File: config.mk
export PLATFORM = sky130hd
export DESIGN_NAME = vliw_fetch_unit
export DESIGN_NICKNAME = d
export VERILOG_FILES = /design/src/rtl/vliw_pkg.sv /design/src/rtl/fetch_fifo.sv /design/src/rtl/vliw_fetch_unit.sv
export SDC_FILE = /design/constraint.sdc
export NUM_CORES = 1
export LEC_CHECK = 0
export ABC_AREA = 1
export CAP_MARGIN = 20
export CORE_ASPECT_RATIO = 0.6
export CORE_MARGIN = 1.5
export CORE_UTILIZATION = 57
export CTS_BUF_LIST = sky130_fd_sc_hd__clkbuf_2 sky130_fd_sc_hd__clkbuf_4 sky130_fd_sc_hd__clkbuf_8
export DETAILED_ROUTE_END_ITERATION = 8
export PLACE_DENSITY = 0.82
export SLEW_MARGIN = 5
export SYNTH_ARGS = -nofsm -noshare
export SYNTH_HDL_FRONTEND = slang
export SYNTH_HIERARCHICAL = 1
export SYNTH_SLANG_ARGS = --single-unit
export TNS_END_PERCENT = 5
File: constraint.sdc
create_clock -name clk -period 23.6 [get_ports clk]
set_clock_uncertainty 0.2 [all_clocks]
set_input_delay 4.72 -clock clk [delete_from_list [all_inputs] [get_ports clk]]
set_output_delay 4.72 -clock clk [all_outputs]
set_load 0.1 [all_outputs]
File: src/rtl/vliw_pkg.sv
// Shared types and constants for the VLIW fetch path.
package vliw_pkg;

  localparam int unsigned SLOT_CNT = 10;
  localparam int unsigned INST_W   = 32;
  localparam int unsigned PKT_W    = SLOT_CNT * INST_W;
  localparam int unsigned PC_W     = 32;

  typedef enum logic [1:0] {
    StIdle  = 2'd0,
    StFetch = 2'd1,
    StWait  = 2'd2,
    StFlush = 2'd3
  } fetch_state_t;

  // One packet-buffer entry: fetched packet plus the packet index it came from.
  typedef struct packed {
    logic [PKT_W-1:0] pkt;
    logic [PC_W-1:0]  pc;
  } fetch_entry_t;

endpackage

File: src/rtl/fetch_fifo.sv
// Packet buffer for the fetch unit: power-of-two depth, synchronous clear,
// occupancy count, head entry forced to zero while empty.
module fetch_fifo #(
  parameter int unsigned Depth = 4,
  parameter int unsigned Width = 352
) (
  input  logic                      clk,
  input  logic                      rst_n,
  input  logic                      clr_i,
  input  logic                      push_i,
  input  logic [Width-1:0]          push_data_i,
  input  logic                      pop_i,
  output logic [Width-1:0]          head_o,
  output logic                      empty_o,
  output logic [$clog2(Depth):0]    count_o
);

  localparam int unsigned PtrW = $clog2(Depth);

  logic [Width-1:0] mem_q [Depth];
  logic [PtrW-1:0]  rd_ptr_q, wr_ptr_q;
  logic [PtrW:0]    count_q;
  logic             full, do_push, do_pop;

  assign empty_o = (count_q == '0);
  assign full    = (count_q == (PtrW+1)'(Depth));
  assign count_o = count_q;

  // Clear wins over push and pop in the same cycle.
  assign do_push = push_i && !full && !clr_i;
  assign do_pop  = pop_i && !empty_o && !clr_i;

  // Pointers and occupancy; pointers wrap naturally because Depth is a power of two.
  always_ff @(posedge clk) begin
    if (!rst_n || clr_i) begin
      rd_ptr_q <= '0;
      wr_ptr_q <= '0;
      count_q  <= '0;
    end else begin
      if (do_push) wr_ptr_q <= wr_ptr_q + 1'b1;
      if (do_pop)  rd_ptr_q <= rd_ptr_q + 1'b1;
      if (do_push && !do_pop) begin
        count_q <= count_q + 1'b1;
      end else if (do_pop && !do_push) begin
        count_q <= count_q - 1'b1;
      end
    end
  end

  // Storage array; contents are don't-care while the slot is not occupied.
  always_ff @(posedge clk) begin
    if (do_push) mem_q[wr_ptr_q] <= push_data_i;
  end

  assign head_o = empty_o ? '0 : mem_q[rd_ptr_q];

endmodule

File: src/rtl/vliw_fetch_unit.sv
// VLIW instruction fetch unit: single-outstanding request FSM feeding a packet
// buffer, with PC redirect and flush of in-flight responses.
// Optional build macro FETCH_NOP_SQUASH_EN: drop all-zero packets instead of
// buffering them (the PC still advances).
module vliw_fetch_unit #(
  parameter int unsigned PC_W       = 32,
  parameter int unsigned PKT_W      = 320,
  parameter int unsigned FIFO_DEPTH = 4
) (
  input  logic             clk,
  input  logic             rst_n,
  output logic             imem_req_valid,
  input  logic             imem_req_ready,
  output logic [PC_W-1:0]  imem_addr,
  input  logic             imem_rsp_valid,
  input  logic [PKT_W-1:0] imem_rsp_data,
  input  logic             redirect_valid,
  input  logic [PC_W-1:0]  redirect_pc,
  output logic             pkt_valid,
  input  logic             pkt_ready,
  output logic [PKT_W-1:0] pkt_data,
  output logic [PC_W-1:0]  pkt_pc
);

  import vliw_pkg::*;

  localparam int unsigned EntryW = PKT_W + PC_W;
  localparam int unsigned CntW   = $clog2(FIFO_DEPTH) + 1;

  fetch_state_t      state_q, state_d;
  logic [PC_W-1:0]   fetch_pc_q, fetch_pc_d;
  logic [PC_W-1:0]   req_pc_q, req_pc_d;
  logic              credit_ok, req_fire, keep_rsp, push, pop;
  logic              fifo_empty;
  logic [CntW-1:0]   fifo_count;
  logic [EntryW-1:0] head;

  // Only request when the response is guaranteed a free buffer slot.
  assign credit_ok      = (32'(fifo_count) + 32'd1) <= FIFO_DEPTH;
  assign imem_req_valid = (state_q == StFetch) && credit_ok;
  assign imem_addr      = fetch_pc_q;
  assign req_fire       = imem_req_valid && imem_req_ready;

`ifdef FETCH_NOP_SQUASH_EN
  assign keep_rsp = |imem_rsp_data;
`else
  assign keep_rsp = 1'b1;
`endif

  // A response arriving together with a redirect is stale and dropped.
  assign push = (state_q == StWait) && imem_rsp_valid && !redirect_valid && keep_rsp;
  assign pop  = pkt_valid && pkt_ready;

  // Next-state logic for the request FSM and the fetch/request PCs.
  always_comb begin
    state_d    = state_q;
    fetch_pc_d = fetch_pc_q;
    req_pc_d   = req_pc_q;
    unique case (state_q)
      StIdle: state_d = StFetch;
      StFetch: begin
        if (req_fire) begin
          req_pc_d   = fetch_pc_q;
          fetch_pc_d = fetch_pc_q + PC_W'(1);
          state_d    = redirect_valid ? StFlush : StWait;
        end
      end
      StWait: begin
        if (imem_rsp_valid) begin
          state_d = StFetch;
        end else if (redirect_valid) begin
          state_d = StFlush;
        end
      end
      StFlush: begin
        if (imem_rsp_valid) state_d = StFetch;
      end
      default: state_d = StIdle;
    endcase
    // Redirect target overrides the sequential increment.
    if (redirect_valid) fetch_pc_d = redirect_pc;
  end

  // State registers with synchronous active-low reset.
  always_ff @(posedge clk) begin
    if (!rst_n) begin
      state_q    <= StIdle;
      fetch_pc_q <= '0;
      req_pc_q   <= '0;
    end else begin
      state_q    <= state_d;
      fetch_pc_q <= fetch_pc_d;
      req_pc_q   <= req_pc_d;
    end
  end

  fetch_fifo #(
    .Depth(FIFO_DEPTH),
    .Width(EntryW)
  ) u_fifo (
    .clk        (clk),
    .rst_n      (rst_n),
    .clr_i      (redirect_valid),
    .push_i     (push),
    .push_data_i({imem_rsp_data, req_pc_q}),
    .pop_i      (pop),
    .head_o     (head),
    .empty_o    (fifo_empty),
    .count_o    (fifo_count)
  );

  assign pkt_valid          = !fifo_empty;
  assign {pkt_data, pkt_pc} = head;

endmodule
Word-level counts from Yosys, hierarchy flattened
Memories as Yosys holds them, arrays and structs flattened. A register that Yosys moved wholly into a read port is not among the register bits.
Cells that the tools add are included.
Storage, ports and cells
  register bits: 73
  latch bits: 0
  memory bits (writable): 1408
  bits in read-only memories: 0
  input port bits: 358
  output and inout port bits: 386
  logic and storage cells: 63
  memories kept: 1
Operators by class
  add/sub/neg operators: 6
  multipliers: 0
  divide/modulo/power cells: 0
  $lt $le $gt $ge: 1
  equal/unequal tests: 7
  shift-type cells: 0
  mux-type cells: 16
  bitwise gates (word level): 0
  reduce and logical (&&, ||, !) cells: 26
Memory list
  u_fifo.mem_q: words 4, bits a word 352, rd ports 1, clocked after Yosys merged registers in 1, write ports 1, line fetch_fifo.sv:20  | logic [Width-1:0] mem_q [Depth];
Operator list (number)
  2-to-1 mux 352 bit: 1
  2-to-1 mux 32 bit: 3
  adder 32 x 1 -> 32 bit, second input constant: 1
  2-to-1 mux 2 bit: 6
  logical AND 1 bit: 11
  case mux 2 bit (4 select lines): 1
  logical NOT 1 bit: 6
  2-to-1 mux 3 bit: 2
  nonzero test 2 bit: 3
  adder 2 x 1 -> 2 bit, second input constant: 2
  adder 3 x 1 -> 4 bit, second input constant: 1
  == test 2 bit, second input constant: 2
  less-or-equal comparator 4 x 3 -> 1 bit, second input constant: 1
  != test 2 bit, second input constant: 2
  AND reduction 2 bit: 2
  adder 3 x 1 -> 3 bit, second input constant: 1
  == test 3 bit, second input constant: 1
  logical NOT 3 bit: 1
  2-to-1 mux 1 bit: 3
  != test 3 bit, second input constant: 1
  AND reduction 3 bit: 1
  subtractor 3 x 1 -> 3 bit, second input constant: 1
  == test 2 x 1 -> 1 bit, second input constant: 1
  logical NOT 2 bit: 1
  logical OR 1 bit: 1

Depth between registers and ports, before layout
  depth in word-level cells: 9
  gate-level depth with buffers: 18
  mapped depth without buffers: 17

Modules after synthesis
Netlist, hierarchy kept.
By module, submodules not included
  fetch_fifo: instances 1, cells each 4221, area an instance 54782.5 µm², sequential area each 42460.7 µm²
  vliw_fetch_unit: instances 1, cells each 535, area an instance 3583.4 µm², sequential area each 1321.3 µm²

Least setup slack after synthesis
Ideal clock, no wire load.
  kind: input to register
  start point: in redirect_valid
  end point: mem u_fifo.mem_q[0][0] (enable)
  setup time: 1074 ps
  arrival: 20105 ps
  required time: 22326 ps
  setup slack: 2221 ps
  stages: 7
  path buffers: 2
  cell sequence: buf_6 clkbuf_1 nor3_1 inv_1 nor2_1 nand2_1 nor2_1
Between the ends
  word-level cells in the longest chain between the ends: 6
Ends and longest elaborated chain
  start, declared: line vliw_fetch_unit.sv:17  | input logic redirect_valid,
  logical NOT 1 bit: line vliw_fetch_unit.sv:51  | assign push = (state_q == StWait) && imem_rsp_valid && !redirect_valid && keep_rsp;
  logical AND 1 bit: line vliw_fetch_unit.sv:51
  net push: line vliw_fetch_unit.sv:33  | logic credit_ok, req_fire, keep_rsp, push, pop;
  logical AND 1 bit (2 in a row): line fetch_fifo.sv:30  | assign do_push = push_i && !full && !clr_i;
  2-to-1 mux 1 bit: line fetch_fifo.sv:52  | if (do_push) mem_q[wr_ptr_q] <= push_data_i;
  2-to-1 mux 1 bit (not written as such): line fetch_fifo.sv:52
  end, declared: line fetch_fifo.sv:20
The timed path passes the listed nets, and every way through them passes these cells.

==> impl_results.html <==
<table>
<tr><th>Metric</th><th>Value</th></tr>
<tr><th colspan="2">STA</th></tr>
<tr><td>Setup repair after global routing missed its margin</td><td>no</td></tr>
<tr><td>Total negative setup slack</td><td>0 ps</td></tr>
<tr><td>Slew headroom</td><td>20.7%</td></tr>
<tr><td>Number of endpoints failing setup at the final stage</td><td>0</td></tr>
<tr><td>Hold_ws</td><td>298 ps</td></tr>
<tr><td>Fmax</td><td>88.8 MHz</td></tr>
<tr><td>Final period utilization</td><td>47.7%</td></tr>
<tr><td>Number of max-slew violations in the final report</td><td>0</td></tr>
<tr><td>Hold Fails Final Rpt</td><td>0</td></tr>
<tr><td>Worst-margin pin slew</td><td>1190 ps</td></tr>
<tr><td>Shortest clock period the worst path allows after layout</td><td>11260 ps</td></tr>
<tr><th colspan="2">Critical path</th></tr>
<tr><td>Arr. time, crit path</td><td>6340 ps</td></tr>
<tr><td>CP endpoint kind</td><td>output port</td></tr>
<tr><td>CP Class</td><td>register to output port</td></tr>
<tr><td>Worst r2r path cells</td><td>11</td></tr>
<tr><td>Critical register-to-register path endpoint</td><td>u_fifo/mem_q[0][279]</td></tr>
<tr><td>Critical Path Source Type</td><td>register</td></tr>
<tr><td>Startpoint of the lowest-slack register-to-register path</td><td>state_q[0]</td></tr>
<tr><td>Cells along the critical path</td><td>buf_4 &gt; buf_4 &gt; buf_4 &gt; nor2_1 &gt; nor2_1 &gt; o21ai_0 &gt; a21oi_1 &gt; clkdlybuf4s50_1</td></tr>
<tr><td>Most frequent CP cell</td><td>sky130_fd_sc_hd__buf_4</td></tr>
<tr><td>Total buffers and inverters traversed by the critical path</td><td>4</td></tr>
<tr><td>Worst Path Max Fanout</td><td>96</td></tr>
<tr><td>Worst endpoint required time</td><td>18680 ps</td></tr>
<tr><td>Worst path max stage delay</td><td>1190 ps</td></tr>
<tr><td>Cell family with most CP delay</td><td>buffers and inverters</td></tr>
<tr><td>CP max stage cell</td><td>sky130_fd_sc_hd__clkdlybuf4s50_1</td></tr>
<tr><td>Register-to-Register Setup Slack</td><td>17930 ps</td></tr>
<tr><th colspan="2">Pwr</th></tr>
<tr><td>Lkg Pwr</td><td>23.5 nW</td></tr>
<tr><td>Total power divided by cell area</td><td>73.9 nW/um^2</td></tr>
<tr><td>Worst-case vdd ir drop</td><td>72.2 uV</td></tr>
<tr><th colspan="2">Drt</th></tr>
<tr><td>Vias</td><td>39934</td></tr>
<tr><td>Drt drc</td><td>0</td></tr>
<tr><td>Number of iterations in the first detailed-routing pass</td><td>6</td></tr>
<tr><td>DRC violation total after the first TritonRoute iteration</td><td>4363</td></tr>
<tr><td>Number of nets with antenna violations after detailed routing</td><td>0</td></tr>
<tr><td>Drt total wl</td><td>150 mm</td></tr>
<tr><td>Average wire length per cell after detail routing</td><td>21.6 microns</td></tr>
<tr><td>Number of vias per cell</td><td>5.73</td></tr>
<tr><th colspan="2">Clocking</th></tr>
<tr><td>Sink count of the clock tree</td><td>1483</td></tr>
<tr><td>Max Root-Sink Buffers</td><td>3</td></tr>
<tr><td>Clock buffer count from CTS</td><td>197</td></tr>
<tr><td>Post_cts resized</td><td>0</td></tr>
<tr><td>Clk slew on worst S/H paths</td><td>60 ps</td></tr>
<tr><td>Count of H-tree levels built during CTS</td><td>4</td></tr>
<tr><td>CTS Hold Buffers Added</td><td>0</td></tr>
<tr><td>CTS tree</td><td>yes</td></tr>
<tr><td>Setup repair bufs after CTS</td><td>0</td></tr>
<tr><td>Clock latency of the later-clocked register in the worst-skew pair</td><td>900 ps</td></tr>
<tr><td>Root buf cell</td><td>sky130_fd_sc_hd__clkbuf_8</td></tr>
<tr><th colspan="2">Logic synthesis</th></tr>
<tr><td>Leading post-synthesis cells by cell area</td><td>sky130_fd_sc_hd__edfxtp_1 (72%), sky130_fd_sc_hd__nor2_1 (9.5%), sky130_fd_sc_hd__o21ai_0 (5.4%)</td></tr>
<tr><td>Area of the mapped netlist</td><td>58400 sq um</td></tr>
<tr><td>Register area share after synthesis</td><td>75.0%</td></tr>
<tr><td>Post-synth top area cell</td><td>sky130_fd_sc_hd__edfxtp_1</td></tr>
<tr><td>Post-Synthesis Cells</td><td>4756</td></tr>
<tr><td>Number of enable flip-flop cells after synthesis</td><td>1408</td></tr>
<tr><td>Number of synthesized register bits</td><td>1483</td></tr>
<tr><td>Fraction of post-synthesis cell area in the top cell type by area</td><td>72.4%</td></tr>
<tr><td>Number of distinct library cells after synthesis</td><td>36</td></tr>
<tr><td>Async SR Flop Fraction</td><td>0%</td></tr>
<tr><td>Ys flop type</td><td>sky130_fd_sc_hd__edfxtp_1</td></tr>
<tr><td>Post-synthesis net count</td><td>5124</td></tr>
<tr><td>Mean area per synthesized cell</td><td>12.3 sq um</td></tr>
<tr><td>Synth warnings</td><td>6</td></tr>
<tr><th colspan="2">Run</th></tr>
<tr><td>Number of max-cap violations</td><td>0</td></tr>
<tr><th colspan="2">Die</th></tr>
<tr><td>Num rows</td><td>90</td></tr>
<tr><td>Die X-Extent</td><td>416 microns</td></tr>
<tr><td>Standard cell core area</td><td>101000 sq um</td></tr>
<tr><td>Floorplan die area</td><td>104000 sq um</td></tr>
<tr><td>Initial standard-cell utilization of the core</td><td>57.8%</td></tr>
<tr><td>Number of I/O pins</td><td>744</td></tr>
<tr><td>Floorplan die height</td><td>251 microns</td></tr>
<tr><th colspan="2">Finish</th></tr>
<tr><td>Final core utilization</td><td>69.7%</td></tr>
<tr><td>Area overhead of the layout relative to synthesis</td><td>20.6%</td></tr>
<tr><td>Layout filler cell count</td><td>6574</td></tr>
<tr><td>Leading cell type in the layout, fill and taps excluded</td><td>sky130_fd_sc_hd__nor2_1</td></tr>
<tr><td>Highest-count cells in the layout ignoring fill and taps</td><td>sky130_fd_sc_hd__nor2_1 (1473), sky130_fd_sc_hd__edfxtp_1 (1408), sky130_fd_sc_hd__clkdlybuf4s50_1 (743)</td></tr>
<tr><td>Final Net Count</td><td>5818</td></tr>
<tr><td>Total non-filler cell area in the finished layout</td><td>70400 sq um</td></tr>
<tr><td>Fraction of layout cells with a size suffix above 1</td><td>7.17%</td></tr>
<tr><th colspan="2">Global routing</th></tr>
<tr><td>Global-route usage over all layers</td><td>28.1%</td></tr>
<tr><td>Total congestion overflow after global routing</td><td>0</td></tr>
<tr><td>Global-route wire length before repair</td><td>224 mm</td></tr>
<tr><td>Antenna violations before repair</td><td>34</td></tr>
<tr><td>Number of global-route vias before repair</td><td>38145</td></tr>
<tr><td>Largest net degree at the start of global routing</td><td>253</td></tr>
<tr><th colspan="2">Placement</th></tr>
<tr><td>Sum of net half-perimeters after detailed placement</td><td>86.8 mm</td></tr>
<tr><td>Global placement routability congestion</td><td>0.967</td></tr>
<tr><td>IO buf count</td><td>743</td></tr>
<tr><td>Cell Area, Placed</td><td>66400 sq um</td></tr>
<tr><th colspan="2">Hold path</th></tr>
<tr><td>Worst hold path class</td><td>register to register</td></tr>
<tr><td>WHS Path Cells</td><td>0</td></tr>
<tr><td>Endpoint with the worst hold slack</td><td>u_fifo/mem_q[3][25]</td></tr>
<tr><td>Startpoint of the worst hold path</td><td>req_pc_q[25]</td></tr>
<tr><th colspan="2">Run status</th></tr>
<tr><td>Run status</td><td>finished clean</td></tr>
</table>
-- registers in the layout (all words and copies together), names as in the netlist, named ones only --
signal / count
u_fifo/mem_q: 1408
state_q: 2
u_fifo/rd_ptr_q: 2
imem_addr: 32
u_fifo/wr_ptr_q: 2
u_fifo/count_o: 3
req_pc_q: 32
-- logic make-up after synthesis --
group,synth area share (%)
buffers and inverters,3.04
DFF,75.0
and+or+nand+nor,11.4
AOI/OAI and AO/OA,10.1
xor gates and xnor gates,0.195
adders and majority gates,0.227
-- metrics by stage --
step           power (mW)  setup WS [ps]  std cells
2_1_floorplan        3.20           2220       4756
3_3_place_gp         3.33          12750       6582
3_5_place_dp         3.34          12640       6584
4_1_cts              5.22          11600       6936
5_1_grt              5.35          11860       6963
6_report             5.20          12340       6964
-- routing by layer --
metal | GRT usage, % | vias to the layer above | wire (microns)
met1 | 37.4 | 19368 | 58200
met2 | 44.4 | 2033 | 72700
met4 | 12.7 | 18 | 5740
met3 | 6.61 | 318 | 13500
li1 | - | 18197 | -
met5 | 0 | - | 115
-- synthesized netlist by cell type, types with 2 or more instances --
cell / n
sky130_fd_sc_hd__a21oi_1: 413
sky130_fd_sc_hd__a22o_1: 6
sky130_fd_sc_hd__a31oi_1: 7
sky130_fd_sc_hd__buf_1: 11
sky130_fd_sc_hd__buf_2: 81
sky130_fd_sc_hd__buf_4: 83
sky130_fd_sc_hd__clkbuf_1: 115
sky130_fd_sc_hd__dfxtp_1: 75
sky130_fd_sc_hd__edfxtp_1: 1408
sky130_fd_sc_hd__ha_1: 9
sky130_fd_sc_hd__inv_1: 57
sky130_fd_sc_hd__inv_2: 9
sky130_fd_sc_hd__nand2_1: 181
sky130_fd_sc_hd__nand2_2: 8
sky130_fd_sc_hd__nand3_1: 25
sky130_fd_sc_hd__nand3_2: 2
sky130_fd_sc_hd__nand3b_1: 2
sky130_fd_sc_hd__nand4_1: 4
sky130_fd_sc_hd__nor2_1: 1477
sky130_fd_sc_hd__nor2_2: 4
sky130_fd_sc_hd__nor2_4: 12
sky130_fd_sc_hd__nor3_1: 3
sky130_fd_sc_hd__o21ai_0: 633
sky130_fd_sc_hd__o21ai_1: 108
sky130_fd_sc_hd__xnor2_1: 3
sky130_fd_sc_hd__xor2_1: 10
-- layout make-up --
type	count	area, sq um	area share [%]
clock buffers	282	3460	4.91
diodes	27	67.6	0.0960
inverters	67	274	0.389
repair buffers	788	7870	11.2
well taps	1334	1670	2.37
clock inverters	70	442	0.627
flip-flops and latches	1483	43800	62.2
multi-input cells	2913	12800	18.2
-- power by group --
part           switching [mW]  internal (mW)  total (mW)  leakage [nW]
Combinational           0.245          0.105       0.350          8.08
Clock                   0.928          0.983        1.91          2.07
Sequential             0.0255           2.91        2.94          13.3
Total                    1.20           4.00        5.20          23.5
-- how the worst max path moves through the flow --
stage	startpoint	to	slack, ps	cells after the start
finish	register	pkt_data[233]	12340	8
global route	register	pkt_data[30]	11860	7
CTS	register	pkt_data[30]	11600	7
detailed placement	register	pkt_data[40]	12640	7
global placement	register	pkt_data[40]	12750	7
floorplan	redirect_valid	u_fifo/mem_q[0][0]	2220	7
Note: power is estimated with default switching activity, not from simulation.
